===== config.mk =====
export PLATFORM = sky130hd
export DESIGN_NAME = trig_sched
export DESIGN_NICKNAME = d
export VERILOG_FILES = /design/src/rtl/trig_sched.sv
export SDC_FILE = /design/constraint.sdc
export NUM_CORES = 1
export LEC_CHECK = 0
export BUFFER_PORTS_ARGS = -buffer_cell sky130_fd_sc_hd__buf_2
export CAP_MARGIN = 40
export CELL_PAD_IN_SITES_DETAIL_PLACEMENT = 1
export CELL_PAD_IN_SITES_GLOBAL_PLACEMENT = 2
export CORE_MARGIN = 8
export CORE_UTILIZATION = 30
export CTS_CLUSTER_DIAMETER = 200
export DETAILED_ROUTE_END_ITERATION = 10
export PLACE_DENSITY_LB_ADDON = 0.1
export SLEW_MARGIN = 20
export SYNTH_ARGS = -nofsm -noshare
export SYNTH_HDL_FRONTEND = slang
export SYNTH_SLANG_ARGS = --single-unit

===== constraint.sdc =====
create_clock -name ADCCLK -period 4.3 [get_ports ADCCLK]
set_clock_uncertainty 0.15 [all_clocks]
set_input_delay 0.86 -clock ADCCLK [delete_from_list [all_inputs] [get_ports ADCCLK]]
set_output_delay 0.86 -clock ADCCLK [all_outputs]
set_load 0.02 [all_outputs]

===== src/rtl/trig_sched.sv =====
// trig_sched: trigger scheduler between the pair discriminators and readout.
// Merges single-cycle trigger pulses seen within a programmable coincidence
// window into one record (source mask + sequence number), offers it to
// readout, then holds off for a programmable dead time. Drives the common
// inhibit back to the discriminators and counts activity lost while busy.
//
// Optional feature macro: TRIG_SCHED_TIMESTAMP_EN adds a 32-bit free-running
// counter and the ttime output (counter value at the capture cycle).
//
// Ports:
//   ADCCLK      in   sole clock
//   reset       in   synchronous, active-high reset
//   trig_in     in   [NPAIR]   pair trigger pulses
//   exttrig     in   external trigger pulse
//   enable      in   arms the scheduler; low blocks new records
//   win_len     in   [4]   coincidence window length, cycles
//   dead_len    in   [16]  dead time after acceptance, cycles
//   inhibit_out out  common inhibit to the pair discriminators (registered)
//   tvalid      out  record valid
//   tready      in   readout accepts record
//   tmask       out  [NPAIR+1] source mask, bit NPAIR = exttrig
//   tcount      out  [16] sequence number of the current record
//   lost_cnt    out  [16] saturating count of busy cycles with input activity
//   ttime       out  [32] capture timestamp (TRIG_SCHED_TIMESTAMP_EN only)
//   state_dbg   out  [2]  current FSM state (0 IDLE, 1 GATE, 2 ISSUE, 3 DEAD)
//
// Handshake: a record transfers in any cycle where tvalid & tready are both
// high; once tvalid rises, tmask/tcount/ttime stay stable and tvalid stays
// high until that transfer, whatever tready does.

module trig_sched #(
    parameter int NPAIR = 8
) (
    input  logic             ADCCLK,
    input  logic             reset,
    input  logic [NPAIR-1:0] trig_in,
    input  logic             exttrig,
    input  logic             enable,
    input  logic [3:0]       win_len,
    input  logic [15:0]      dead_len,
    output logic             inhibit_out,
    output logic             tvalid,
    input  logic             tready,
    output logic [NPAIR:0]   tmask,
    output logic [15:0]      tcount,
    output logic [15:0]      lost_cnt,
`ifdef TRIG_SCHED_TIMESTAMP_EN
    output logic [31:0]      ttime,
`endif
    output logic [1:0]       state_dbg
);

    typedef enum logic [1:0] {
        IDLE  = 2'd0,
        GATE  = 2'd1,
        ISSUE = 2'd2,
        DEAD  = 2'd3
    } state_t;

    state_t         state_q, state_d;
    logic [15:0]    timer_q, timer_d;
    logic [NPAIR:0] tmask_q, tmask_d;
    logic [15:0]    tcount_q, tcount_d;
    logic [15:0]    lost_q, lost_d;
    logic           tvalid_q, inhibit_q;
    logic           any_in, capture, busy;
    logic [NPAIR:0] in_vec;

    assign in_vec = {exttrig, trig_in};
    assign any_in = (|trig_in) | exttrig;
    assign busy   = (state_q == ISSUE) || (state_q == DEAD);

    always_comb begin
        state_d  = state_q;
        timer_d  = timer_q;
        tmask_d  = tmask_q;
        tcount_d = tcount_q;
        capture  = 1'b0;
        case (state_q)
            IDLE: begin
                if (enable && any_in) begin
                    capture = 1'b1;
                    tmask_d = in_vec;
                    timer_d = {12'd0, win_len};
                    state_d = (win_len != 4'd0) ? GATE : ISSUE;
                end
            end
            GATE: begin
                // timer counts the remaining window cycles including this one
                tmask_d = tmask_q | in_vec;
                timer_d = timer_q - 16'd1;
                if (timer_q == 16'd1) state_d = ISSUE;
            end
            ISSUE: begin
                if (tready) begin
                    tcount_d = tcount_q + 16'd1;
                    if (dead_len != 16'd0) begin
                        state_d = DEAD;
                        timer_d = dead_len;
                    end else begin
                        state_d = IDLE;
                    end
                end
            end
            DEAD: begin
                timer_d = timer_q - 16'd1;
                if (timer_q == 16'd1) state_d = IDLE;
            end
            default: state_d = IDLE;
        endcase

        lost_d = lost_q;
        if (busy && any_in && (lost_q != 16'hFFFF)) lost_d = lost_q + 16'd1;
    end

    always_ff @(posedge ADCCLK) begin
        if (reset) begin
            state_q   <= IDLE;
            timer_q   <= 16'd0;
            tmask_q   <= '0;
            tcount_q  <= 16'd0;
            lost_q    <= 16'd0;
            tvalid_q  <= 1'b0;
            inhibit_q <= 1'b1;
        end else begin
            state_q   <= state_d;
            timer_q   <= timer_d;
            tmask_q   <= tmask_d;
            tcount_q  <= tcount_d;
            lost_q    <= lost_d;
            // registered from the next state so both rise in the ISSUE entry cycle
            tvalid_q  <= (state_d == ISSUE);
            inhibit_q <= (state_d == ISSUE) || (state_d == DEAD) || !enable;
        end
    end

`ifdef TRIG_SCHED_TIMESTAMP_EN
    logic [31:0] ts_q, ttime_q;

    always_ff @(posedge ADCCLK) begin
        if (reset) begin
            ts_q    <= 32'd0;
            ttime_q <= 32'd0;
        end else begin
            ts_q <= ts_q + 32'd1;
            if (capture) ttime_q <= ts_q;
        end
    end

    assign ttime = ttime_q;
`endif

    assign inhibit_out = inhibit_q;
    assign tvalid      = tvalid_q;
    assign tmask       = tmask_q;
    assign tcount      = tcount_q;
    assign lost_cnt    = lost_q;
    assign state_dbg   = state_q;

endmodule


# After elaboration in Yosys (flattened, before gate mapping)
# Cells that the tools add are included.
dict set report totals {
  wordCells 51
  in_bits 33
  output_inout_bits 45
  register_bits 61
}
dict set report op_classes {
  n_bitwise 2
  n_addsub 3
  eq_ne 10
  n_mux 13
  reduce_logical 16
}
# operator n
set op_table {}
lappend op_table {{two-way mux 16 bit} 3}
lappend op_table {{case mux 16 bit (3 select lines)} 1}
lappend op_table {{adder 16 x 1 -> 16 bit, second input constant} 2}
lappend op_table {{case mux 9 bit (2 select lines)} 1}
lappend op_table {{== test 16 x 1 -> 1 bit, second input constant} 1}
lappend op_table {{!= test 16 bit, second input constant} 1}
lappend op_table {{nonzero test 16 bit} 1}
lappend op_table {{subtractor 16 x 1 -> 16 bit, second input constant} 1}
lappend op_table {{two-way mux 2 bit} 6}
lappend op_table {{two-way mux 9 bit} 1}
lappend op_table {{bitwise OR 9 bit} 1}
lappend op_table {{== test 2 bit, second input constant} 4}
lappend op_table {{case mux 2 bit (4 select lines)} 1}
lappend op_table {{OR reduction 8 bit} 1}
lappend op_table {{!= test 2 bit, second input constant} 2}
lappend op_table {{AND reduction 2 bit} 2}
lappend op_table {{nonzero test 4 bit} 1}
lappend op_table {{logical AND 1 bit} 3}
lappend op_table {{logical OR 1 bit} 3}
lappend op_table {{AND reduction 3 bit} 1}
lappend op_table {{== test 2 x 1 -> 1 bit, second input constant} 1}
lappend op_table {{logical NOT 2 bit} 1}
lappend op_table {{!= test 2 x 1 -> 1 bit, second input constant} 1}
lappend op_table {{nonzero test 2 bit} 1}
lappend op_table {{other kinds (3)} 3}

# Depth between registers and ports, before layout
# Gate-level depths: netlist (run 1).
dict set report logic_depth {
  depth_word 8
  ltp_mapped 7
  depth_no_buf 7
}

# Worst setup path after synthesis (run 1)
# No wires, ideal clock.
dict set report synth_path {
  path_kind {in2reg}
  startpoint {input port trig_in[4]}
  endpoint {register state_q[0] (netlist: state_dbg[0])}
  setup_ns 0.128
  n_path_buf 0
  cell_stages 5
  arrival_ns 2.393
  t_required_ns 4.022
  slack_ns 1.629
  cell_sequence {or4_1 o31ai_2 a2bb2oi_1 o21ai_0 nor2b_1}
}
dict set report synth_between {
  elab_chain_cells 5
}
# item line_no
set synth_lines {}
lappend synth_lines {{from (decl)} 36} ;# input logic [NPAIR-1:0] trig_in,
lappend synth_lines {{OR reduction 8 bit} 70} ;# assign any_in = (|trig_in) | exttrig;
lappend synth_lines {{bitwise OR 1 bit} 70}
lappend synth_lines {{logical AND 1 bit} 81} ;# if (enable && any_in) begin
lappend synth_lines {{two-way mux 2 bit} 81}
lappend synth_lines {{case mux 2 bit (4 select lines)} 79} ;# case (state_q)
lappend synth_lines {{to (signal assigned)} 126} ;# state_q <= state_d;
lappend synth_lines {{to (decl)} 60} ;# state_t state_q, state_d;
# Every way passes these cells.
# A chain may end at the register's enable or synchronous reset.

# Final worst setup path (run 1)
# Ends and elaborated chain as after synthesis.

==> results.py, run 1 <==
metrics = {
    "clock_network": {
        "cts.path.max_buffers": 2,
        "cts_hold_buf": 0,
        "path_clk_slew_ns": 0.07,
        "root_buffer": "clkbuf_8",
        "ctsResizeCount": 0,
        "clkLatencyLatePin_ns": 0.34,
        "cts_tree": "done",
        "post_cts_buffers": 0,
        "clock-sinks": 61,
        "numCtsBuffers": 9,
        "htreeDepth": 3,
    },
    "placed_design": {
        "placed_area_mm2": 0.00350,
        "io_buffers": 77,
        "dp.cells": 540,
        "place.gp.congestion": 0.759,
        "dp_hpwl_um": 6950,
    },
    "synth": {
        "synth_area_mm2": 0.00300,
        "ys_seq_area_share_pct": 40.8,
        "yosysTopAreaCell": "dfxtp_1",
        "synth_seq_cells": 61,
        "synthFlopType": "dfxtp_1",
        "ys_async_sr_fraction_pct": 0,
        "synthesis.nets": 379,
        "synth_xor_area_share_pct": 7.60,
        "synth.area.mux_share_pct": 1.67,
        "synth_area_leaders": "dfxtp_1 (41%), nor2_1 (5.9%), xnor2_1 (4.4%)",
        "synth-compound-area-share_pct": 19.7,
        "synthTopCellsByCount": "dfxtp_1 (61), nor2_1 (47), nand3_1 (25)",
        "ys.warnings.count": 0,
        "synth-simple-area-share_pct": 25.7,
        "yosys.area.top_type_share_pct": 40.8,
        "synth-edff-count": 0,
        "syn_inst": 342,
        "synth_fa_ha_area_share_pct": 1.67,
        "synth_top_family_by_area": "simple AND/OR/NAND/NOR gates",
        "postSynthAreaPerCell_um2": 8.76,
        "synth_most_common_cell": "dfxtp_1",
        "synthDistinctLibCells": 59,
    },
    "finish": {
        "fin_cells": 557,
        "fin_area_mm2": 0.00371,
        "drive_gt1_share_pct": 26.9,
        "nNetsFinal": 456,
        "areaGrowthSynthToFinish_pct": 23.9,
        "post-route-util_pct": 38.2,
        "n_fill_cell": 1204,
        "n_antenna_cell": 0,
    },
    "power_and_ir_drop": {
        "p_total_mw": 1.43,
        "p_leak_nw": 1.44,
        "p_per_area_mw_per_mm2": 384,
        "combPwrFrac_pct": 17.9,
        "switching_share_pct": 31.1,
        "power_frac_seq_pct": 44.2,
        "peakVddDrop_mv": 0.214,
        "clkPwrFrac_pct": 37.9,
        "power_switching_uw": 444,
        "intPower_uw": 982,
    },
    "timing": {
        "finalHoldViolCount": 0,
        "fin_crit_sh_pct": 64.5,
        "fin_crit_ns": 2.77,
        "setup_tns_ns": 0,
        "clock.fmax_ghz": 0.360,
        "rsz0062_at_grt": "false",
        "worst_pin_slew_ns": 0.827,
        "max_slew_margin_pct": 44.5,
        "setup_viol": 0,
        "finalMaxSlewViolations": 0,
    },
    "floorplanning": {
        "dieArea_mm2": 0.0134,
        "io_pins": 78,
        "fp.dieH_um": 116,
        "die_w_um": 116,
        "rows": 36,
        "initial_core_util_pct": 30.8,
        "core_mm2": 0.00973,
    },
    "setup_path": {
        "arrival_ns": 2.85,
        "endpoint_kind": "register",
        "crit_path_start_kind": "input port",
        "crit_fanout": 10,
        "crit_required_ns": 4.37,
        "path_class": "input port to register",
    },
    "grt": {
        "grt_pass1_wl_um": 15500,
        "grt_remaining_overflow": 0,
        "antenna_found_initial": 0,
        "grt_usage_pct": 14.5,
        "grt_pass1_vias": 3037,
        "grt_max_degree": 37,
    },
    "route": {
        "drtAntennaViolNets": 0,
        "wl_per_cell_um": 16.6,
        "firstDrtPassIters": 4,
        "drc": 0,
        "routed_wl_um": 9250,
        "via_count": 2856,
        "vias_per_cell": 5.13,
        "dr.first_iter.drc_count": 88,
    },
    "run_status": {
        "outcome": "complete, no violations",
    },
    "job": {
        "cap_viol_max_count": 0,
    },
    "min_path": {
        "holdCritPathClass": "register to register",
    },
}
[metrics by stage]
stage / hold slack [ns] / worst slack (ns)
final: 0.332 / 1.53
after global routing: 0.380 / 1.38
after CTS: 0.345 / 1.34
after detailed placement: 0.330 / 0.971
after global placement: 0.325 / 1.10
after floorplan: 0.285 / 1.63
[worst paths after layout]
kind              slack (ns)  cells past startpoint            to          from
hold / removal          0.33                      2   timer_q[12]   timer_q[12]
hold reg to reg         0.33                      2   timer_q[12]   timer_q[12]
setup / recovery        1.53                      6  state_dbg[0]    trig_in[4]
setup reg to reg        1.86                      5   timer_q[10]  state_dbg[1]
[critical path, stage by stage]
cell	delay [ns]
buf_2	0.10
or4_1	0.63
o31ai_2	0.75
a2bb2oi_1	0.22
o21ai_0	0.13
nor2b_1	0.15
[routing by layer]
layer | up-vias | part of all wire [%] | routed length, µm | global-route usage (%)
met5 | - | 0 | 0 | 0
met4 | 0 | 0.66 | 61 | 3.11
met3 | 4 | 6.7 | 620 | 5.58
met2 | 58 | 46 | 4240 | 23.5
met1 | 1352 | 47 | 4330 | 17.8
li1 | 1442 | - | - | -
[area by class of cell]
| type | instances | area [µm²] | share of cell area [%] |
|---|---|---|---|
| sequential | 61 | 1220 | 32.9 |
| timing repair buffer | 80 | 405 | 10.9 |
| multi-input combinational | 260 | 1690 | 45.4 |
| clock inverter | 6 | 70.1 | 1.89 |
| clock buffer | 10 | 138 | 3.71 |
| inverter | 7 | 26.3 | 0.708 |
| tap | 133 | 166 | 4.48 |
[cell families after synthesis]
kind of cell	Yosys count
XOR/XNOR	26
multiplexers	5
flip-flops	61
adder cells (fa/ha/maj)	4
AND/OR/NAND/NOR	146
AO/OA/AOI/OAI	79
buffers and inverters	21
[state kept, by name (all words and copies together), names as in the netlist]
register     flops
inhibit_out      1
tvalid           1
tcount          16
state_dbg        2
tmask            9
lost_cnt        16
timer_q         16
[layout by cell type (no fill, tap or decap), types with 6 or more instances in the layout]
| cell | count |
|---|---|
| buf_2 | 78 |
| dfxtp_1 | 61 |
| nor2_1 | 47 |
| nand3_1 | 25 |
| nand2_1 | 16 |
| a21oi_1 | 16 |
| xnor2_1 | 15 |
| a22oi_1 | 11 |
| xor2_1 | 11 |
| nor4_1 | 11 |
| clkbuf_8 | 10 |
| o21ai_0 | 8 |
| inv_1 | 7 |
| nand4_1 | 7 |
| nor3_1 | 7 |
| and3_1 | 6 |
[power by group through the flow]
stage                     Clock [mW]  Combinational [mW]  Sequential, mW
after floorplan                    0               0.174           0.644
after global placement             0               0.257           0.642
after detailed placement           0               0.256           0.642
after CTS                      0.564               0.258           0.630
after global routing           0.585               0.288           0.636
final                          0.541               0.255           0.630
No activity file was read; power rests on OpenSTA's default activity.
==> run 2: changes to the inputs <==
Clock period 4.3 ns to 2.7 ns, I/O delays scaled along.
==> run 2 against run 1 <==
  * Power is 53% higher
  * Non-clock buffer count is 13 higher
  * First-iteration DRC count is 24% higher
  * Combinational power is 71% higher
  * Critical endpoint is now inhibit_out
  * Largest power group unchanged
  * Highest routed layer unchanged
==> results.py, run 2 (same netlist as run 1, synthesis figures left out) <==
metrics = {
    "setup_path": {
        "crit_fanout": 5,
        "path_class": "register to register",
        "critPathSlowestCell": "or4b_2",
        "crit_required_ns": 2.76,
        "crit_path_start_kind": "register",
        "critPathTopFamily": "simple AND/OR/NAND/NOR gates",
        "rr_endpoint": "inhibit_out",
        "path_depth": 6,
        "arrival_ns": 2.38,
        "max_stage_delay_ns": 0.62,
        "endpoint_kind": "register",
        "regToRegSetupSlack_ns": 0.38,
        "cp_num_buf_inv": 0,
        "path_cells": "ha_1 -> or4b_2 -> nor4_4 -> xnor2_1 -> a222oi_1 -> nand3b_1",
        "r2r_cells": 6,
        "r2r_start": "timer_q[0]",
    },
    "timing": {
        "max_slew_margin_pct": 46.7,
        "fin_crit_ns": 2.32,
        "clock.fmax_ghz": 0.432,
        "rsz0062_at_grt": "false",
        "finalMaxSlewViolations": 0,
        "setup_viol": 0,
        "finalHoldViolCount": 0,
        "worst_pin_slew_ns": 0.797,
        "whs_ns": 0.262,
        "setup_tns_ns": 0,
        "fin_crit_sh_pct": 85.8,
    },
    "grt": {
        "grt_max_degree": 23,
        "antenna_found_initial": 0,
        "grt_remaining_overflow": 0,
        "grt_usage_pct": 14.4,
        "grt_pass1_wl_um": 15300,
        "grt_pass1_vias": 3092,
    },
    "finish": {
        "final_common_cell": "buf_2",
        "final_cell_mix": "buf_2 (77), dfxtp_1 (61), nor2_1 (47)",
        "fin_area_mm2": 0.00378,
        "nNetsFinal": 469,
        "areaGrowthSynthToFinish_pct": 26.3,
        "fin_cells": 570,
        "drive_gt1_share_pct": 28.8,
        "n_antenna_cell": 0,
    },
    "clock_network": {
        "ctsResizeCount": 0,
        "post_cts_buffers": 0,
        "cts.path.max_buffers": 2,
        "cts_hold_buf": 0,
        "root_buffer": "clkbuf_8",
        "numCtsBuffers": 9,
        "cts_tree": "done",
        "clock-sinks": 61,
        "clkLatencyLatePin_ns": 0.35,
        "path_clk_slew_ns": 0.07,
        "htreeDepth": 3,
    },
    "route": {
        "drtAntennaViolNets": 0,
        "routed_wl_um": 9340,
        "drc": 0,
        "via_count": 2908,
        "dr.first_iter.drc_count": 109,
        "firstDrtPassIters": 4,
        "vias_per_cell": 5.10,
        "wl_per_cell_um": 16.4,
    },
    "job": {
        "cap_viol_max_count": 0,
    },
    "min_path": {
        "hp-start": "enable",
        "holdPathEnd": "inhibit_out",
        "holdCritPathClass": "input port to register",
        "hold_depth": 2,
    },
    "power_and_ir_drop": {
        "p_per_area_mw_per_mm2": 575,
        "peakVddDrop_mv": 0.231,
        "p_leak_nw": 1.47,
    },
    "floorplanning": {
        "fp.dieH_um": 116,
        "initial_core_util_pct": 30.8,
        "dieArea_mm2": 0.0134,
        "core_mm2": 0.00973,
        "rows": 36,
        "io_pins": 78,
        "die_w_um": 116,
    },
    "placed_design": {
        "dp_hpwl_um": 7000,
        "io_buffers": 77,
        "dp.cells": 554,
        "placed_area_mm2": 0.00361,
        "place.gp.congestion": 0.747,
    },
    "run_status": {
        "outcome": "complete, no violations",
    },
}
run 2: per-stage QoR:
step | power [mW] | setup WS, ns | utilization, %
floorplan | 1.30 | 0.349 | -
global placement | 1.45 | 0.167 | 37.1
detailed placement | 1.45 | 0.133 | 37.1
CTS | 2.21 | 0.359 | 38.9
global route | 2.31 | 0.219 | 38.9
finish | 2.18 | 0.383 | 38.9
run 2: layout make-up:
| class | count | area [µm²] |
|---|---|---|
| clock buffer | 11 | 141 |
| clock inverter | 5 | 36.3 |
| fill | 1201 | 5950 |
| multi-input combinational | 260 | 1690 |
| inverter | 7 | 26.3 |
| tap | 133 | 166 |
| sequential | 61 | 1220 |
| timing repair buffer | 93 | 505 |
run 2: per-layer routing:
| layer | share of wire [%] | track usage, % | vias to the layer above |
|---|---|---|---|
| met5 | 0 | 0 | - |
| met3 | 5.3 | 4.64 | 11 |
| li1 | - | - | 1458 |
| met1 | 47 | 17.2 | 1384 |
| met2 | 47 | 23.9 | 55 |
| met4 | 1.3 | 4.93 | 0 |
run 2: worst max-delay path by stage:
| stage | start | to | slack, ns |
|---|---|---|---|
| finish | timer_q[0] | inhibit_out | 0.38 |
| detailed placement | trig_in[4] | timer_q[8] | 0.13 |
| global route | timer_q[0] | inhibit_out | 0.22 |
| CTS | timer_q[0] | inhibit_out | 0.36 |
| floorplan | trig_in[4] | state_dbg[0] | 0.35 |
| global placement | trig_in[4] | timer_q[9] | 0.17 |
run 2: report_power, final:
part | internal [mW] | switching (mW)
clock | 0.358 | 0.386
sequential | 0.947 | 0.0506
combinational | 0.176 | 0.259
total | 1.48 | 0.695
